<file path="src/rtl/multi_pit.sv">
// multi_pit: NUM_CH up-counting interval timers sharing one prescaler, with fire pulses, sticky pending and masked irq
module multi_pit #(
  parameter int NUM_CH = 4,
  parameter int WIDTH  = 16,
  parameter int PRE_W  = 8,
  parameter int CH_W   = (NUM_CH > 1) ? $clog2(NUM_CH) : 1
) (
  input  logic              clk,
  input  logic              rst_n,
  input  logic [PRE_W-1:0]  prescale,
  input  logic              cfg_we,
  input  logic [CH_W-1:0]   cfg_ch,
  input  logic [WIDTH-1:0]  cfg_period,
  input  logic              cfg_enable,
  input  logic              cfg_repeat,
  input  logic [NUM_CH-1:0] irq_mask,
  input  logic [NUM_CH-1:0] irq_clear,
  input  logic [CH_W-1:0]   rd_ch,
  output logic [WIDTH-1:0]  rd_count,
  output logic              rd_active,
  output logic [NUM_CH-1:0] fire,
  output logic [NUM_CH-1:0] pending,
  output logic              irq
);
  logic [PRE_W-1:0]  pc;
  logic              tick;
  logic              rd_ok;
  logic [WIDTH-1:0]  count  [NUM_CH];
  logic [WIDTH-1:0]  period [NUM_CH];
  logic [NUM_CH-1:0] enable, rpt, wr, run, expire, pending_next;
  // >= rather than == so a lowered prescale takes effect immediately
  assign tick  = pc >= prescale;
  assign rd_ok = 32'(rd_ch) < NUM_CH;
  assign rd_count  = rd_ok ? count[rd_ch] : '0;
  assign rd_active = rd_ok ? enable[rd_ch] : 1'b0;
  always_comb begin
    wr     = '0;
    run    = '0;
    expire = '0;
    for (int i = 0; i < NUM_CH; i++) begin
      wr[i]     = cfg_we && (cfg_ch == CH_W'(i));
      run[i]    = tick && enable[i] && (period[i] != '0) && !wr[i];
      expire[i] = run[i] && (count[i] == period[i] - WIDTH'(1));
    end
    pending_next = expire | (pending & ~irq_clear);
  end
  always_ff @(posedge clk) begin
    if (!rst_n) begin
      pc      <= '0;
      fire    <= '0;
      pending <= '0;
      irq     <= 1'b0;
      enable  <= '0;
      rpt     <= '0;
      for (int i = 0; i < NUM_CH; i++) begin
        count[i]  <= '0;
        period[i] <= '0;
      end
    end else begin
      pc      <= tick ? '0 : pc + PRE_W'(1);
      fire    <= expire;
      pending <= pending_next;
      irq     <= |(pending_next & irq_mask);
      for (int i = 0; i < NUM_CH; i++) begin
        if (wr[i]) begin
          period[i] <= cfg_period;
          enable[i] <= cfg_enable;
          rpt[i]    <= cfg_repeat;
          count[i]  <= '0;
        end else if (run[i]) begin
          count[i] <= expire[i] ? '0 : count[i] + WIDTH'(1);
          if (expire[i] && !rpt[i]) enable[i] <= 1'b0;
        end
      end
    end
  end
endmodule
</file>
<file path="config.mk">
export PLATFORM = sky130hd
export DESIGN_NAME = multi_pit
export DESIGN_NICKNAME = d
export VERILOG_FILES = /design/src/rtl/multi_pit.sv
export SDC_FILE = /design/constraint.sdc
export NUM_CORES = 1
export LEC_CHECK = 0
export CORE_MARGIN = 2
export CORE_UTILIZATION = 35
export DETAILED_ROUTE_END_ITERATION = 10
export PLACE_DENSITY = 0.6
export SYNTH_ARGS = -nofsm -noshare
export SYNTH_HDL_FRONTEND = slang
export SYNTH_SLANG_ARGS = --single-unit
</file>
<file path="constraint.sdc">
create_clock -name clk -period 4.9 [get_ports clk]
set_clock_uncertainty 0.2 [all_clocks]
set_input_delay 1.47 -clock clk [delete_from_list [all_inputs] [get_ports clk]]
set_output_delay 1.47 -clock clk [all_outputs]
set_load 0.02 [all_outputs]
</file>
==> results by group, run 1 <==
Run status
  • Status: complete, no violations

Timing
  • Setup TNS: 0 ns
  • RSZ-0062 raised after global routing: no
  • Final Setup Violations: 0
  • Max frequency: approximately 0.21 GHz
  • Final Hold Violating Endpoints: 0
  • Min Tclk post-route: around 4.7 ns
  • Slew @ Worst Pin: ~1.1 ns
  • Relative slew slack: 0.2549
  • Tcrit/Tclk final: 0.9586
  • Max Slew Vio Count: 0
  • Final critical-path setup slack: between 0.2 and 0.25 ns

Floorplan
  • I/O pins: 67
  • Initial Util: 0.3553
  • Row Count: 60
  • Core area: approximately 27000 µm²
  • Die X: about 170 µm
  • Die ar.: 28620 µm²
  • Die Span Y: about 170 µm

Clocking
  • CTS tree: done
  • Reg clk slew, reported paths: approximately 0.06 ns
  • Clock Path Buffers: 2
  • Num CTS Buffers: 17
  • CTS Sinks: 153
  • Post-CTS setup buffer count: 0
  • CTS Hold Buffers Added: 0
  • Root Buffer: clkbuf_16
  • Number of H-tree branching levels: 4
  • Worst-Skew Late Latency: roughly 0.43 ns

Yosys
  • #FFs+latches synth: approximately 150
  • Ys flop type: edfxtp_1
  • Post-Syn Instances: 941
  • Avg Cell Area, Syn: 10.15 µm²
  • Cell area after synthesis: 9548 µm²
  • Mapped Nets: 999
  • Unique masters post-synth: between 70 and 80
  • EDFF count, synth: approximately 130
  • Synth warn: 0
  • Post-synthesis sequential area ratio: 0.4550
  • Synth async-reset ratio: 0

Routing
  • DRT iter0 DRCs: around 1000
  • TritonRoute pass-1 iters: 5
  • Via count: 7539
  • Post-route DRC: 0
  • Routed Antenna Nets: 0
  • Post-DR wirelength/cell: ~20 µm
  • Total Wirelength: around 27 mm
  • Via density: between 5 and 6

Critical path
  • Worst setup startpoint: rd_ch[0]
  • Worst-path fanout max: 17
  • Data arrival, critical path: between 3 and 4 ns
  • Crit end category: output pin
  • Required time worst endpoint: around 3.2 ns
  • End point of the critical path: rd_count[10]
  • Reg2reg end: count[3][6]
  • Crit Reg-Reg Startpoint: period[3][0]
  • R2r setup slk: ~1.2 ns
  • Reg2Reg Depth: 9
  • Critical Path Start Type: primary input
  • Critical path class: in2out

GRT
  • Initial antenna violation count: 1
  • Total GRT Usage: 0.1946
  • Remaining global-route overflow: 0
  • Pin count of the biggest net entering global routing: slightly above 60
  • First-pass GRT wire length: between 40 and 50 mm
  • Vias in the first global route: around 7000

Placed design
  • Setup slack at placement: -0.03229 ns
  • Port buffer count: 66
  • HPWL after detailed placement: 21.02 mm
  • Final RePlAce weighted congestion: roughly 0.88

Pwr
  • Total power draw: about 3.3 mW
  • Leakage: between 4 and 5 nW
  • Maximum VDD drop: 0.2362 mV
  • PwrDens: about 290 nW/µm²

Finish
  • Diode count: 0
  • Nets: 1067
  • Ratio of cells with drive above 1 in the final layout: 0.09100
  • Synthesis-to-layout area growth: 17.32%

Run
  • Maximum capacitance violations: 0

Worst hold path
  • HP Class: reg2reg
==> metal layers <==
metal | vias to the layer above | global-route usage | wire, µm
met2 | 309 | 0.2822 | 11500
met4 | 0 | 0.05834 | 651
met1 | 3601 | 0.2915 | 12910
li1 | 3590 | - | -
met5 | - | 0 | 0
met3 | 39 | 0.03895 | 2103
==> state kept, by name (all words and copies together), names as in the netlist <==
register and count:
pending 4, period 64, pc 8, count 64, fire 4, enable 4, irq 1, rpt 4
==> cell type report <==
cell class	instances	area [µm²]
fill	2609	15670
multi-input combinational	716	4908
sequential	153	4344
timing repair buffer	85	823.3
clock buffer	20	446.7
tap	341	426.7
inverter	36	135.1
clock inverter	12	117.6
==> kinds of logic (layout without fill, tap and decap cells) <==
logic type	after synthesis	after routing	synth area share
mux	21	21	0.04442
simple gates	448	448	0.2495
compound gates	94	94	0.07313
flops	153	153	0.4550
fa+ha+maj	17	17	0.02228
xor+xnor	136	136	0.1248
buf+inv	72	153	0.03093
==> timing repair <==
action / CTS / global route
resized for setup: 12 / 4
endpoints found under the setup margin: 12 / 5
gates cloned: 0 / 0
==> power by group <==
| group | switching, mW | internal, mW |
|---|---|---|
| logic | 0.224 | 0.200 |
| registers | 0.122 | 1.48 |
| clock network | 0.555 | 0.718 |
| total | 0.901 | 2.40 |
==> metrics by stage <==
stage / cell area (µm²) / instances / utilization / hold slack, ns
5_1_grt: 11200 / 1363 / 0.4168 / 0.3161
2_1_floorplan: 9548 / 941 / - / 0.2332
3_3_place_gp: 10640 / 1331 / 0.3960 / 0.2455
6_report: 11200 / 1363 / 0.4168 / 0.2551
4_1_cts: 11190 / 1363 / 0.4164 / 0.2570
3_5_place_dp: 10640 / 1331 / 0.3960 / 0.2483
==> how the worst min path moves through the flow <==
stage | cells after the start | end | from
after global routing | 2 | rpt[0] | rpt[0]
after CTS | 2 | rpt[0] | rpt[0]
after detailed placement | 2 | rpt[0] | rpt[0]
final | 2 | rpt[0] | rpt[0]
after global placement | 2 | rpt[0] | rpt[0]
after floorplan | 2 | rpt[0] | rpt[0]
==> critical path, stage by stage <==
cell	delay, ns
clkdlybuf4s50_1	0.50
buf_12	0.18
mux4_2	0.53
dlygate4sd2_1	0.34
==> synth_stat cells (all sizes together) (5+ instances only) <==
cell type,n,area [µm²]
mux4,17,382.9
xor2,66,578.1
edfxtp,128,3844
and3,73,460.4
nand3,54,275.3
nand3b,9,67.56
ha,17,212.7
nand2b,12,75.07
nor3b,7,52.55
inv,36,135.1
and2,18,112.6
dfxtp,25,500.5
a31oi,7,43.79
a21oi,14,73.82
nor3,26,130.1
or2,9,58.81
o21a,5,37.54
nor2,117,439.2
or3,7,46.29
xnor2,70,613.1
nand4,22,137.6
o22ai,6,37.54
nand2,51,198.9
or4,6,46.30
nor2b,9,56.30
clkbuf,29,110.1
nor4,16,115.1
a211oi,8,60.06
buf,7,50.04
o21ai,15,75.07
==> layout by cell type (no fill, tap or decap), types with 13 or more instances in the layout <==
cell type,instances
edfxtp_1,128
nor2_1,117
xnor2_1,70
and3_1,70
xor2_1,66
nand3_1,53
nand2_1,50
clkdlybuf4s50_1,50
inv_1,36
nor3_1,26
dfxtp_1,25
nand4_1,22
and2_1,18
mux4_2,17
ha_1,17
clkbuf_16,17
buf_4,17
o21ai_0,15
nor4_1,15
a21oi_1,13
No activity file was read; power rests on OpenSTA's default activity.
==> inputs of run 2 (changes only) <==
Settings changed: ABC_AREA set to 1.
==> results by group, run 2 <==
Run status
  • Status: complete, no violations

Yosys
  • Synth warn: 0 (unchanged)
  • Synth area leaders: edfxtp_1 (37%), nand2_1 (11%), nor2_1 (8.9%)
  • Top cell type's share of synthesized area: 0.3740 (-0.02857)
  • Avg Cell Area, Syn: 7.698 µm² (-24%)
  • Synth async-reset ratio: 0 (unchanged)
  • Post-synthesis sequential area ratio: 0.4227 (-0.03229)
  • Unique masters post-synth: 49 (-36%)
  • Area leader, netlist: edfxtp_1
  • Post-Syn Instances: 1335 (+42%)
  • Ys flop type: edfxtp_1
  • #FFs+latches synth: 153 (unchanged)
  • Mapped Nets: 1393 (+39%)
  • Most common cell in the netlist: nand2_1
  • Cell area after synthesis: 10280 µm² (+7.6%)
  • Synth top cells by count: nand2_1 (293), nor2_1 (244), inv_1 (164)
  • EDFF count, synth: 128 (unchanged)

Routing
  • Routed Antenna Nets: 0 (unchanged)
  • TritonRoute pass-1 iters: 5 (unchanged)
  • Post-route DRC: 0 (unchanged)
  • Via count: 9051 (+20%)
  • Via density: 4.998 (-9.6%)
  • DRT iter0 DRCs: 821 (-21%)
  • Post-DR wirelength/cell: 16.78 µm (-16%)
  • Total Wirelength: 30.39 mm (+12%)

GRT
  • Vias in the first global route: 8403 (+21%)
  • Pin count of the biggest net entering global routing: 25 (-59%)
  • Initial antenna violation count: 0 (-1)
  • First-pass GRT wire length: 46.80 mm (+11%)
  • Remaining global-route overflow: 0 (unchanged)
  • Total GRT Usage: 0.2006 (+0.006004)

Critical path
  • Crit end category: output pin
  • Critical Path Start Type: primary input
  • Reg2Reg Depth: 10 (+1)
  • Max stage delay on crit path: 0.52 ns (about the same)
  • R2r setup slk: 2.05 ns (+0.89 ns)
  • Crit-path slowest cell: clkdlybuf4s50_1
  • Required time worst endpoint: 3.23 ns (about the same)
  • CP Cell Sequence: clkdlybuf4s50_1 -> clkinv_2 -> buf_12 -> a21oi_1 -> o21ai_0 -> o21ai_0 -> dlygate4sd2_1
  • Worst-path fanout max: 15 (-2)
  • Most frequent cell on the critical path: o21ai_0
  • Critical path class: in2out
  • Crit Reg-Reg Startpoint: pc[7]
  • Reg2reg end: count[2][8]
  • Data arrival, critical path: 3.15 ns (+0.12 ns)

Clocking
  • Reg clk slew, reported paths: 0.06 ns (about the same)
  • Worst-Skew Late Latency: 0.44 ns (about the same)
  • Num CTS Buffers: 17 (unchanged)
  • CTS tree: done
  • CTS Hold Buffers Added: 0 (unchanged)
  • Root Buffer: clkbuf_16
  • Number of H-tree branching levels: 4 (unchanged)
  • CTS Sinks: 153 (unchanged)
  • Clock Path Buffers: 2 (unchanged)

Finish
  • Synthesis-to-layout area growth: 17.34% (about the same)
  • Commonest non-fill, non-tap cell in the layout: nand2_1
  • Final Cell Area: 12060 µm² (+7.7%)
  • Largest registers: count x64, period x64, pc x8
  • Nets: 1472 (+38%)
  • Diode count: 0 (unchanged)
  • Core Util, Final: 0.4190 (+0.002201)
  • FILL cells: 2880 (+10%)
  • Commonest non-fill, non-tap cells in the layout: nand2_1 (293), nor2_1 (244), inv_1 (163), edfxtp_1 (128), nand3_1 (74)
  • Ratio of cells with drive above 1 in the final layout: 0.08549 (-0.005504)

Pwr
  • Maximum VDD drop: 0.2334 mV (-1.2%)
  • PwrDens: 290.8 nW/µm² (-1.4%)
  • Total power draw: 3.506 mW (+6.1%)
  • Leakage: 5.038 nW (+23%)

Timing
  • Max frequency: 0.2077 GHz (-2.5%)
  • Max Slew Vio Count: 0 (unchanged)
  • Hold_ws: 0.2668 ns (+0.01169 ns)
  • Final Setup Violations: 0 (unchanged)
  • Min Tclk post-route: 4.816 ns (+0.1182 ns)
  • RSZ-0062 raised after global routing: no
  • Final Hold Violating Endpoints: 0 (unchanged)
  • Slew @ Worst Pin: 0.7984 ns (-0.3090 ns)
  • Tcrit/Tclk final: 0.9828 (+0.02413)
  • Relative slew slack: 0.4664 (+0.2115)

Placed design
  • Area after DPL: 11450 µm² (+7.6%)
  • Port buffer count: 66 (unchanged)
  • Final RePlAce weighted congestion: 0.9141 (+4.1%)
  • HPWL after detailed placement: 23.65 mm (+13%)

Worst hold path
  • Hold depth: 1 (-1)
  • Hold Path Origin: pc[0]
  • Worst Hold End: pc[0]
  • HP Class: reg2reg

Floorplan
  • Die ar.: 30750 µm² (+7.5%)
  • Initial Util: 0.3571 (+0.001839)
  • Row Count: 62 (+3.3%)
  • Core area: 28780 µm² (+7.1%)
  • Die X: 175.4 µm (+3.7%)
  • Die Span Y: 175.4 µm (+3.7%)
  • I/O pins: 67 (unchanged)

Run
  • Maximum capacitance violations: 0 (unchanged)
[run 2: area by class of cell]
type	count	area (µm²)	area share
Multi-Input combinational cell	987	5162	0.4281
Sequential cell	153	4344	0.3602
Timing Repair Buffer	84	823.3	0.06827
Inverter	171	643.1	0.05333
Tap cell	384	480.5	0.03984
Clock buffer	22	454.2	0.03766
Clock inverter	10	151.4	0.01255
[run 2: layer usage]
metal / wire length (µm) / global-route usage / up-vias / part of all wire
li1: - / - / 4506 / -
met1: 13220 / 0.2547 / 4232 / 0.43
met2: 14280 / 0.3384 / 263 / 0.47
met3: 1922 / 0.03874 / 50 / 0.063
met4: 970 / 0.07465 / 0 / 0.032
met5: 0 / 0 / - / 0
[run 2: worst max path at each step]
stage	depth (start not counted)	slack [ns]	start	to
floorplan	6	0.68	rd_ch[0]	rd_count[7]
global placement	7	-0.28	rd_ch[0]	rd_count[11]
detailed placement	7	-0.28	rd_ch[0]	rd_count[11]
CTS	5	0.03	rd_ch[0]	rd_count[3]
global route	6	0.005	rd_ch[0]	rd_count[13]
finish	7	0.08	rd_ch[0]	rd_count[11]
[run 2: power breakdown]
| group | internal, mW | switching [mW] |
|---|---|---|
| clock | 0.861 | 0.542 |
| combinational | 0.196 | 0.323 |
| sequential | 1.48 | 0.0994 |
| total | 2.54 | 0.964 |
[run 2: through the flow]
| step | setup WS [ns] | cells | setup TNS (ns) |
|---|---|---|---|
| 6_report | 0.08448 | 1811 | 0 |
| 3_3_place_gp | -0.2767 | 1779 | -1.932 |
| 2_1_floorplan | 0.6755 | 1335 | 0 |
| 5_1_grt | 0.005097 | 1811 | 0 |
| 3_5_place_dp | -0.2818 | 1779 | -2.128 |
| 4_1_cts | 0.02750 | 1811 | 0 |
[run 2: repair_timing]
action	CTS	global route
buffers inserted	0	0
setup endpoints to repair	17	5
resized for setup	14	5
cloned	0	0
[run 2: kinds of logic after synthesis]
| family | share of synthesized area |
|---|---|
| AO/OA/AOI/OAI | 0.05965 |
| buffers and inverters | 0.07499 |
| flip-flops | 0.4227 |
| AND/OR/NAND/NOR | 0.3478 |
| adder cells (fa/ha/maj) | 0.02070 |
| XOR/XNOR | 0.07414 |
[run 2: worst max-delay path: cells and delay by family]
kind | cells | cell delay (ns)
buffers and inverters | 4 | 1.23
AO/OA/AOI/OAI | 3 | 0.45
